File: src/rtl/multicycle_control_unit_pkg.sv
// Shared definitions for the multi-cycle RV64 control unit: opcode
// constants, the 4-bit FSM state encoding, ALU operation codes, ALU
// B-operand selects and the one-hot opcode class.
package multicycle_control_unit_pkg;

  // Supported major opcodes (instruction[6:0])
  localparam logic [6:0] OP_RTYPE  = 7'b0110011;
  localparam logic [6:0] OP_LOAD   = 7'b0000011;
  localparam logic [6:0] OP_STORE  = 7'b0100011;
  localparam logic [6:0] OP_BRANCH = 7'b1100011;

  // ALU operation requested from the shared ALU
  localparam logic [1:0] ALU_OP_ADD   = 2'b00;
  localparam logic [1:0] ALU_OP_SUB   = 2'b01;
  localparam logic [1:0] ALU_OP_FUNCT = 2'b10;

  // ALU B-operand select
  localparam logic [1:0] SRC_B_REG    = 2'b00;
  localparam logic [1:0] SRC_B_FOUR   = 2'b01;
  localparam logic [1:0] SRC_B_IMM    = 2'b10;
  localparam logic [1:0] SRC_B_IMM_SH = 2'b11;

  typedef enum logic [3:0] {
    S_IDLE     = 4'd0,
    S_FETCH    = 4'd1,
    S_DECODE   = 4'd2,
    S_EXEC_R   = 4'd3,
    S_WB_R     = 4'd4,
    S_MEM_ADDR = 4'd5,
    S_MEM_RD   = 4'd6,
    S_WB_MEM   = 4'd7,
    S_MEM_WR   = 4'd8,
    S_BRANCH   = 4'd9,
    S_ILLEGAL  = 4'd10
  } state_e;

  // One-hot instruction class; exactly one field is set for any opcode
  typedef struct packed {
    logic rtype;
    logic load;
    logic store;
    logic branch;
    logic illegal;
  } opclass_t;

endpackage

File: src/rtl/multicycle_control_unit_opcode_class.sv
// ctrl_opcode_class: combinational opcode classifier.
// Ports:
//   opcode_i  in  7  instruction[6:0]
//   class_o   out 5  one-hot {rtype, load, store, branch, illegal}
module ctrl_opcode_class
  import multicycle_control_unit_pkg::*;
(
  input  logic [6:0] opcode_i,
  output opclass_t   class_o
);

  always_comb begin
    class_o = '0;
    unique case (opcode_i)
      OP_RTYPE:  class_o.rtype  = 1'b1;
      OP_LOAD:   class_o.load   = 1'b1;
      OP_STORE:  class_o.store  = 1'b1;
      OP_BRANCH: class_o.branch = 1'b1;
      default:   class_o.illegal = 1'b1;
    endcase
  end

endmodule

File: src/rtl/multicycle_control_unit.sv
// multicycle_control_unit: main control FSM of the multi-cycle RV64 core.
// Sequences FETCH/DECODE/EXECUTE/MEM/WRITEBACK for add/sub/and/or, ld, sd
// and beq; unknown opcodes park the FSM in a terminal ILLEGAL state.
// Ports:
//   clk, rst        clock, asynchronous active-high reset
//   run             start fetching from IDLE (sampled only in IDLE)
//   instruction     IR contents, only [6:0] used
//   mem_ready       memory finished current access this cycle
//   pc_write, pc_write_cond, pc_source       PC update controls
//   i_or_d, mem_read, mem_write              memory controls
//   ir_write, mem_to_reg, reg_write          IR / register file controls
//   alu_src_a, alu_src_b, alu_op             ALU operand and op selects
//   instr_done      pulse on last cycle of each retired instruction
//   illegal_instr   high while parked in ILLEGAL (sticky until rst)
module multicycle_control_unit
  import multicycle_control_unit_pkg::*;
#(
  parameter int INSTRUCTION_LEN = 32
) (
  input  logic                       clk,
  input  logic                       rst,
  input  logic                       run,
  input  logic [INSTRUCTION_LEN-1:0] instruction,
  input  logic                       mem_ready,
  output logic                       pc_write,
  output logic                       pc_write_cond,
  output logic                       pc_source,
  output logic                       i_or_d,
  output logic                       mem_read,
  output logic                       mem_write,
  output logic                       ir_write,
  output logic                       mem_to_reg,
  output logic                       reg_write,
  output logic                       alu_src_a,
  output logic [1:0]                 alu_src_b,
  output logic [1:0]                 alu_op,
  output logic                       instr_done,
  output logic                       illegal_instr
);

  state_e   state_q;
  opclass_t opclass;

  // Upper instruction bits are decoded by the datapath, not here
  logic unused_instr_bits;
  assign unused_instr_bits = ^instruction[INSTRUCTION_LEN-1:7];

  ctrl_opcode_class u_opclass (
    .opcode_i (instruction[6:0]),
    .class_o  (opclass)
  );

  // State register with next-state logic inline
  always_ff @(posedge clk or posedge rst) begin
    if (rst) begin
      state_q <= S_IDLE;
    end else begin
      unique case (state_q)
        S_IDLE:     if (run) state_q <= S_FETCH;
        S_FETCH:    if (mem_ready) state_q <= S_DECODE;
        S_DECODE: begin
          if (opclass.rtype)                      state_q <= S_EXEC_R;
          else if (opclass.load || opclass.store) state_q <= S_MEM_ADDR;
          else if (opclass.branch)                state_q <= S_BRANCH;
          else                                    state_q <= S_ILLEGAL;
        end
        S_EXEC_R:   state_q <= S_WB_R;
        S_WB_R:     state_q <= S_FETCH;
        S_MEM_ADDR: state_q <= opclass.load ? S_MEM_RD : S_MEM_WR;
        S_MEM_RD:   if (mem_ready) state_q <= S_WB_MEM;
        S_WB_MEM:   state_q <= S_FETCH;
        S_MEM_WR:   if (mem_ready) state_q <= S_FETCH;
        S_BRANCH:   state_q <= S_FETCH;
        S_ILLEGAL:  state_q <= S_ILLEGAL;
        default:    state_q <= S_IDLE;
      endcase
    end
  end

  // Outputs decode from the registered state. The few that must react to
  // mem_ready in the same cycle (IR/PC load, store retire) cannot be
  // registered, so the whole decode stays combinational; since the state
  // resets asynchronously to IDLE, outputs drop to 0 as soon as rst rises.
  always_comb begin
    pc_write      = 1'b0;
    pc_write_cond = 1'b0;
    pc_source     = 1'b0;
    i_or_d        = 1'b0;
    mem_read      = 1'b0;
    mem_write     = 1'b0;
    ir_write      = 1'b0;
    mem_to_reg    = 1'b0;
    reg_write     = 1'b0;
    alu_src_a     = 1'b0;
    alu_src_b     = SRC_B_REG;
    alu_op        = ALU_OP_ADD;
    instr_done    = 1'b0;
    illegal_instr = 1'b0;
    unique case (state_q)
      S_FETCH: begin
        mem_read  = 1'b1;
        alu_src_b = SRC_B_FOUR;
        ir_write  = mem_ready;
        pc_write  = mem_ready;
      end
      S_DECODE: begin
        // Speculative branch target into ALUOut
        alu_src_b = SRC_B_IMM_SH;
      end
      S_EXEC_R: begin
        alu_src_a = 1'b1;
        alu_op    = ALU_OP_FUNCT;
      end
      S_WB_R: begin
        reg_write  = 1'b1;
        instr_done = 1'b1;
      end
      S_MEM_ADDR: begin
        alu_src_a = 1'b1;
        alu_src_b = SRC_B_IMM;
      end
      S_MEM_RD: begin
        mem_read = 1'b1;
        i_or_d   = 1'b1;
      end
      S_WB_MEM: begin
        reg_write  = 1'b1;
        mem_to_reg = 1'b1;
        instr_done = 1'b1;
      end
      S_MEM_WR: begin
        mem_write  = 1'b1;
        i_or_d     = 1'b1;
        instr_done = mem_ready;
      end
      S_BRANCH: begin
        alu_src_a     = 1'b1;
        alu_op        = ALU_OP_SUB;
        pc_write_cond = 1'b1;
        pc_source     = 1'b1;
        instr_done    = 1'b1;
      end
      S_ILLEGAL: illegal_instr = 1'b1;
      default: ;
    endcase
  end

endmodule

File: config.mk
export PLATFORM = sky130hd
export DESIGN_NAME = multicycle_control_unit
export DESIGN_NICKNAME = d
export VERILOG_FILES = /design/src/rtl/multicycle_control_unit_pkg.sv /design/src/rtl/multicycle_control_unit_opcode_class.sv /design/src/rtl/multicycle_control_unit.sv
export SDC_FILE = /design/constraint.sdc
export NUM_CORES = 1
export LEC_CHECK = 0
export ABC_AREA = 0
export CAP_MARGIN = 40
export CORE_UTILIZATION = 30
export DETAILED_ROUTE_END_ITERATION = 10
export PLACE_DENSITY = 0.88
export SYNTH_ARGS = -nofsm -noshare
export SYNTH_HDL_FRONTEND = slang
export SYNTH_SLANG_ARGS = --single-unit
File: constraint.sdc
create_clock -name clk -period 1.9 [get_ports clk]
set_input_delay 0.38 -clock clk [delete_from_list [all_inputs] [get_ports clk]]
set_output_delay 0.38 -clock clk [all_outputs]
set_load 0.05 [all_outputs]
# After elaboration in Yosys (flattened, before gate mapping)
# Cells that the tools add are included.
# Widths: inputs -> output; s select.
[totals]
regBits = 4
latch_bits = 0
mem_bits_rw = 0
romBits = 0
input_bits = 36
wordCells = 52
n_memories = 0
[op_classes]
add_sub_neg = 0
mul = 0
n_div = 0
order_cmp = 0
eq_ne = 18
n_shift = 0
n_mux = 25
bitwise = 0
reduce_logical = 8
[ops]
columns = ["operator", "n"]
rows = [
  ["$pmux 4 s9", 1],
  ["$mux 4", 7],
  ["$eq 4x3->1 const B", 4],
  ["$eq 7x6->1 const B", 2],
  ["$mux 1", 13],
  ["$eq 4x4->1 const B", 3],
  ["$eq 4x2->1 const B", 2],
  ["$ne 2x2->1 const B", 4],
  ["$eq 7x2->1 const B", 1],
  ["$eq 7x7->1 const B", 1],
  ["$pmux 2 s3", 1],
  ["$reduce_or 2->1", 3],
  ["$reduce_or 3->1", 2],
  ["$eq 4x1->1 const B", 1],
  ["$logic_not 4->1", 1],
  ["$pmux 2 s2", 1],
  ["$reduce_and 4->1", 1],
  ["$mux 2", 1],
  ["$pmux 1 s2", 1],
  ["$logic_or 1x1->1", 1],
]

# Longest topological paths before layout
[depth]
depth_word = 6
mapped_depth = 6

# By module
# From an unflattened synthesis, not the netlist that was laid out.
[hier_totals]
cells_unflattened = 92
area_unflattened_um2 = 708.2
[modules_own_cells]
columns = ["mod", "n_inst", "cells_each", "area_each_um2", "seq_area_each_um2"]
rows = [
  ["multicycle_control_unit", 1, 83, 609.3, 100.1],
  ["ctrl_opcode_class", 1, 9, 98.8, 0.0],
]

# Least setup slack after synthesis
# No wires, ideal clock.
[synth_timing]
path_kind = "flip-flop to output port"
start = "register state_q[1]"
end = "output alu_op[0]"
arrival_ps = 2318
t_required_ps = 1520
setup_slack_ps = -798
path_stages_with_launch = 5
path_cell_list = "dfrtp_1 buf_2 buf_1 nor3_1 buf_4"
[synth_via]
elab_chain_len = 2
elab_cells_between_ends = 3
[synth_rtl]
columns = ["item", "line_no", "rtl"]
rows = [
  ["start, declared", "multicycle_control_unit.sv:41", "state_e state_q;"],
  ["start signal, assigned", "multicycle_control_unit.sv:69", "S_MEM_ADDR: state_q <= opclass.load ? S_MEM_RD : S_MEM_WR;"],
  ["$eq 4x4->1 or $eq 4x2->1 (tied branches)", "multicycle_control_unit.sv:99", "unique case (state_q)"],
  ["$pmux 2 s2 *", "multicycle_control_unit.sv:99", ""],
  ["end, declared", "multicycle_control_unit.sv:36", "output logic [1:0] alu_op,"],
]
# Every way passes the cells marked *; elsewhere a longest branch is shown, timed or not.

# Final worst setup path
[layout_timing]
start = "register state_q[2]"
end = "output instr_done"
[layout_via]
elab_chain_len = 3
elab_cells_between_ends = 6
[layout_rtl]
columns = ["item", "line_no", "rtl"]
rows = [
  ["$eq 4x4->1 or $eq 4x3->1 (tied branches)", "multicycle_control_unit.sv:99", ""],
  ["$reduce_or 3->1 (no source line)", "--", ""],
  ["$pmux 1 s2 *", "multicycle_control_unit.sv:99", ""],
  ["end, declared", "multicycle_control_unit.sv:37", "output logic instr_done,"],
]
# Marks and branches as above.

==> flow_summary.toml <==
[drt]
route.antenna.remaining_nets = 0
drt-vias-per-instance = 5.28
drt_first_iter_violations = 30
routed_via_count = 744
drt_wl_total_um = 1770
drtPass1Iterations = 4
drt_drc_violations_left = 0
detail_route.wl_per_cell_um = 12.6

[finish]
post_route_cells_drive_above_1_share_pct = 45.7
final_standard_cell_count_with_taps_included_and_fillers_excluded = 141
design.final.nets = 154
diodes = 0
synthToLayoutAreaGrowth_pct = 101
final_util_pct = 65.5
reg_top3 = "state_q x4"
top_register = "state_q"
largest_register_ffs = 4

[logic_synthesis]
syn-instance-count = 87
yosys.cell_count.top_type = "nor2_1"
yosysTopAreaCellShare_pct = 17.4
synth_edf_count = 0
synth_seq_cells = 4
netlist_area_um2 = 576
synth_area_per_cell_um2 = 6.62
synth.yosys.seq_area_share_pct = 17.4
post-synth-top-area-cell = "dfrtp_1"
synth.net_count = 123
yosysUniqueCellTypes = 36
ys_warn_count = 0
postSynth.topFlopCell = "dfrtp_1"
netlist_top_cells_area = "dfrtp_1 17%, nor2_1 9.8%, a21oi_1 8.7%"
synth_common_cells = "15 x nor2_1, 10 x a21oi_1, 5 x inv_1, 5 x nand2_1"
asyncSetResetFlopFracSynth_pct = 100

[place]
finalWeightedCongestion = 0.877
numPlacedInstances = 137
port_buffers = 26
dp.final_hpwl_um = 1310

[setup_path]
critical_path.reg2reg.startpoint = "state_q[1]$_DFFE_PP0P_"
critPathRequiredTime_ns = 1.52
critical-path-slowest-cell = "dfrtp_2"
crit_path_start_kind = "flip-flop"
r2r_end = "state_q[2]$_DFFE_PP0P_"
crit_end = "instr_done"
critical_path_cell_list = "buf_4 > nor2b_2 > a21oi_1 > o22ai_2 > buf_12"
setup.worst_path.end_class = "primary output"
r2r.worst_path.cells = 4
reg2reg_setup_slack_ns = 0.34
crit_type = "flip-flop to primary output"
worstPathMaxFanout = 4
crit_arrival_ns = 1.47
cpPeakStageDelay_ns = 0.43
worst_setup_sp = "state_q[2]$_DFFE_PP0P_"

[global_routing]
grt_overflow = 0
first_global_vias = 651
gr-usage-all-layers_pct = 19.1
grt_start_max_net_pins = 13
grt_first_pass_wirelength_um = 2820
antenna_violations_before_repair = 0

[timing]
tightestPinTransition_ns = 0.350
final_max_slew_viol_count = 0
fin_tns_setup_ns = 0
period_minus_slack_ns = 1.85
timing.clock.skew_ns = 0.00821
timing.hold.ws_ns = 0.308
timing.final.setup_violations = 0
timing.slew.headroom_pct = 76.6
max_freq_mhz = 540
min_period_over_period_pct = 97.5
final_hold_viol_count = 0

[floorplan]
dieWidth_um = 45.8
start_util_pct = 32.6
dieArea_um2 = 2100
core_area_um2 = 1760
overall_die_height_um = 45.8
design.portCount = 52
row_count = 15

[flow_run]
drv.max_cap_violation_count = 0

[clocking]
clk_root_buffer_cell = "clkbuf_4"
cts-htree-levels = 1
cts_tree = "yes"
clkTransAtPathRegs_ns = 0.04
clk-insertion-delay-late_ns = 0.25
numCtsBuffers = 3
clockBufferDepth = 2
tritoncts_num_sinks = 4

[power]
leakage_component_of_the_power_nw = 0.461
peakVddDrop_mv = 1.46
power-per-cell-area_nw_per_um2 = 1850

[worst_hold_path]
worst_hold_path_type = "input pin to async pin"

[outcome]
outcome = "finished, final reports clean"
[what timing repair did]
action	CTS	global route
setup endpoints to repair	10	11
pin swaps	1	1
setup buffers	1	0
resized for setup	7	10
hold buffers	0	0
[worst max-delay path: cells and delay by family, from the launching register on]
kind / cells / cell delay, ns
buf+inv: 2 / 0.32
simple gates: 1 / 0.16
flops: 1 / 0.43
compound gates: 2 / 0.30
[area by class of cell]
class / instances / area (um2)
clock buffer: 3 / 22.5
fill: 139 / 609
inverter: 5 / 18.8
multi-input combinational: 68 / 479
sequential: 4 / 104
tap: 25 / 31.3
timing repair buffer: 36 / 499
[worst min path at each step]
stage | cells after the start | slack (ns) | endpoint
floorplan | 1 | 0.15 | state_q[0]$_DFFE_PP0P_
global placement | 2 | 0.57 | state_q[2]$_DFFE_PP0P_
detailed placement | 2 | 0.57 | state_q[1]$_DFFE_PP0P_
CTS | 2 | 0.31 | state_q[0]$_DFFE_PP0P_
global route | 2 | 0.32 | state_q[0]$_DFFE_PP0P_
finish | 2 | 0.31 | state_q[0]$_DFFE_PP0P_
[per-layer routing]
layer,share of wire (%),GRT usage (%)
met1,41,23.5
met2,52,32.0
met3,5.7,2.38
met4,1.9,10.6
met5,0,0
[cells by family after synthesis]
group,share of synthesized area [%]
AOI/OAI and AO/OA,31.3
buffers and inverters,14.1
DFF,17.4
muxes,3.70
and+or+nand+nor,33.5
[placed cells by master (no fill, tap or decap), types with 2 or more instances in the layout]
cell             instances
a21oi_1                 10
and3_4                   2
buf_12                  16
buf_4                    9
clkbuf_4                 3
clkdlybuf4s50_1         10
dfrtp_2                  3
inv_1                    4
nand2_1                  4
nand2b_1                 3
nand3_1                  2
nor2_1                   6
nor2_2                   7
nor2_4                   2
nor3_1                   2
nor3_4                   2
o21ai_0                  4
[report_power, final]
group,internal (W),switching (W)
clock network,0.0000713,0.0000450
registers,0.000126,0.0000581
logic,0.000828,0.00100
[through the flow]
stage          cell area (um2)  power [W]  worst slack (ns)
3_5_place_dp              1080    0.00191            0.0722
2_1_floorplan              629    0.00123            -0.165
5_1_grt                   1150    0.00225          -0.00351
6_report                  1150    0.00213            0.0474
4_1_cts                   1120    0.00207            0.0100
3_3_place_gp              1080    0.00187             0.107
No activity file was read; power rests on OpenSTA's default activity.
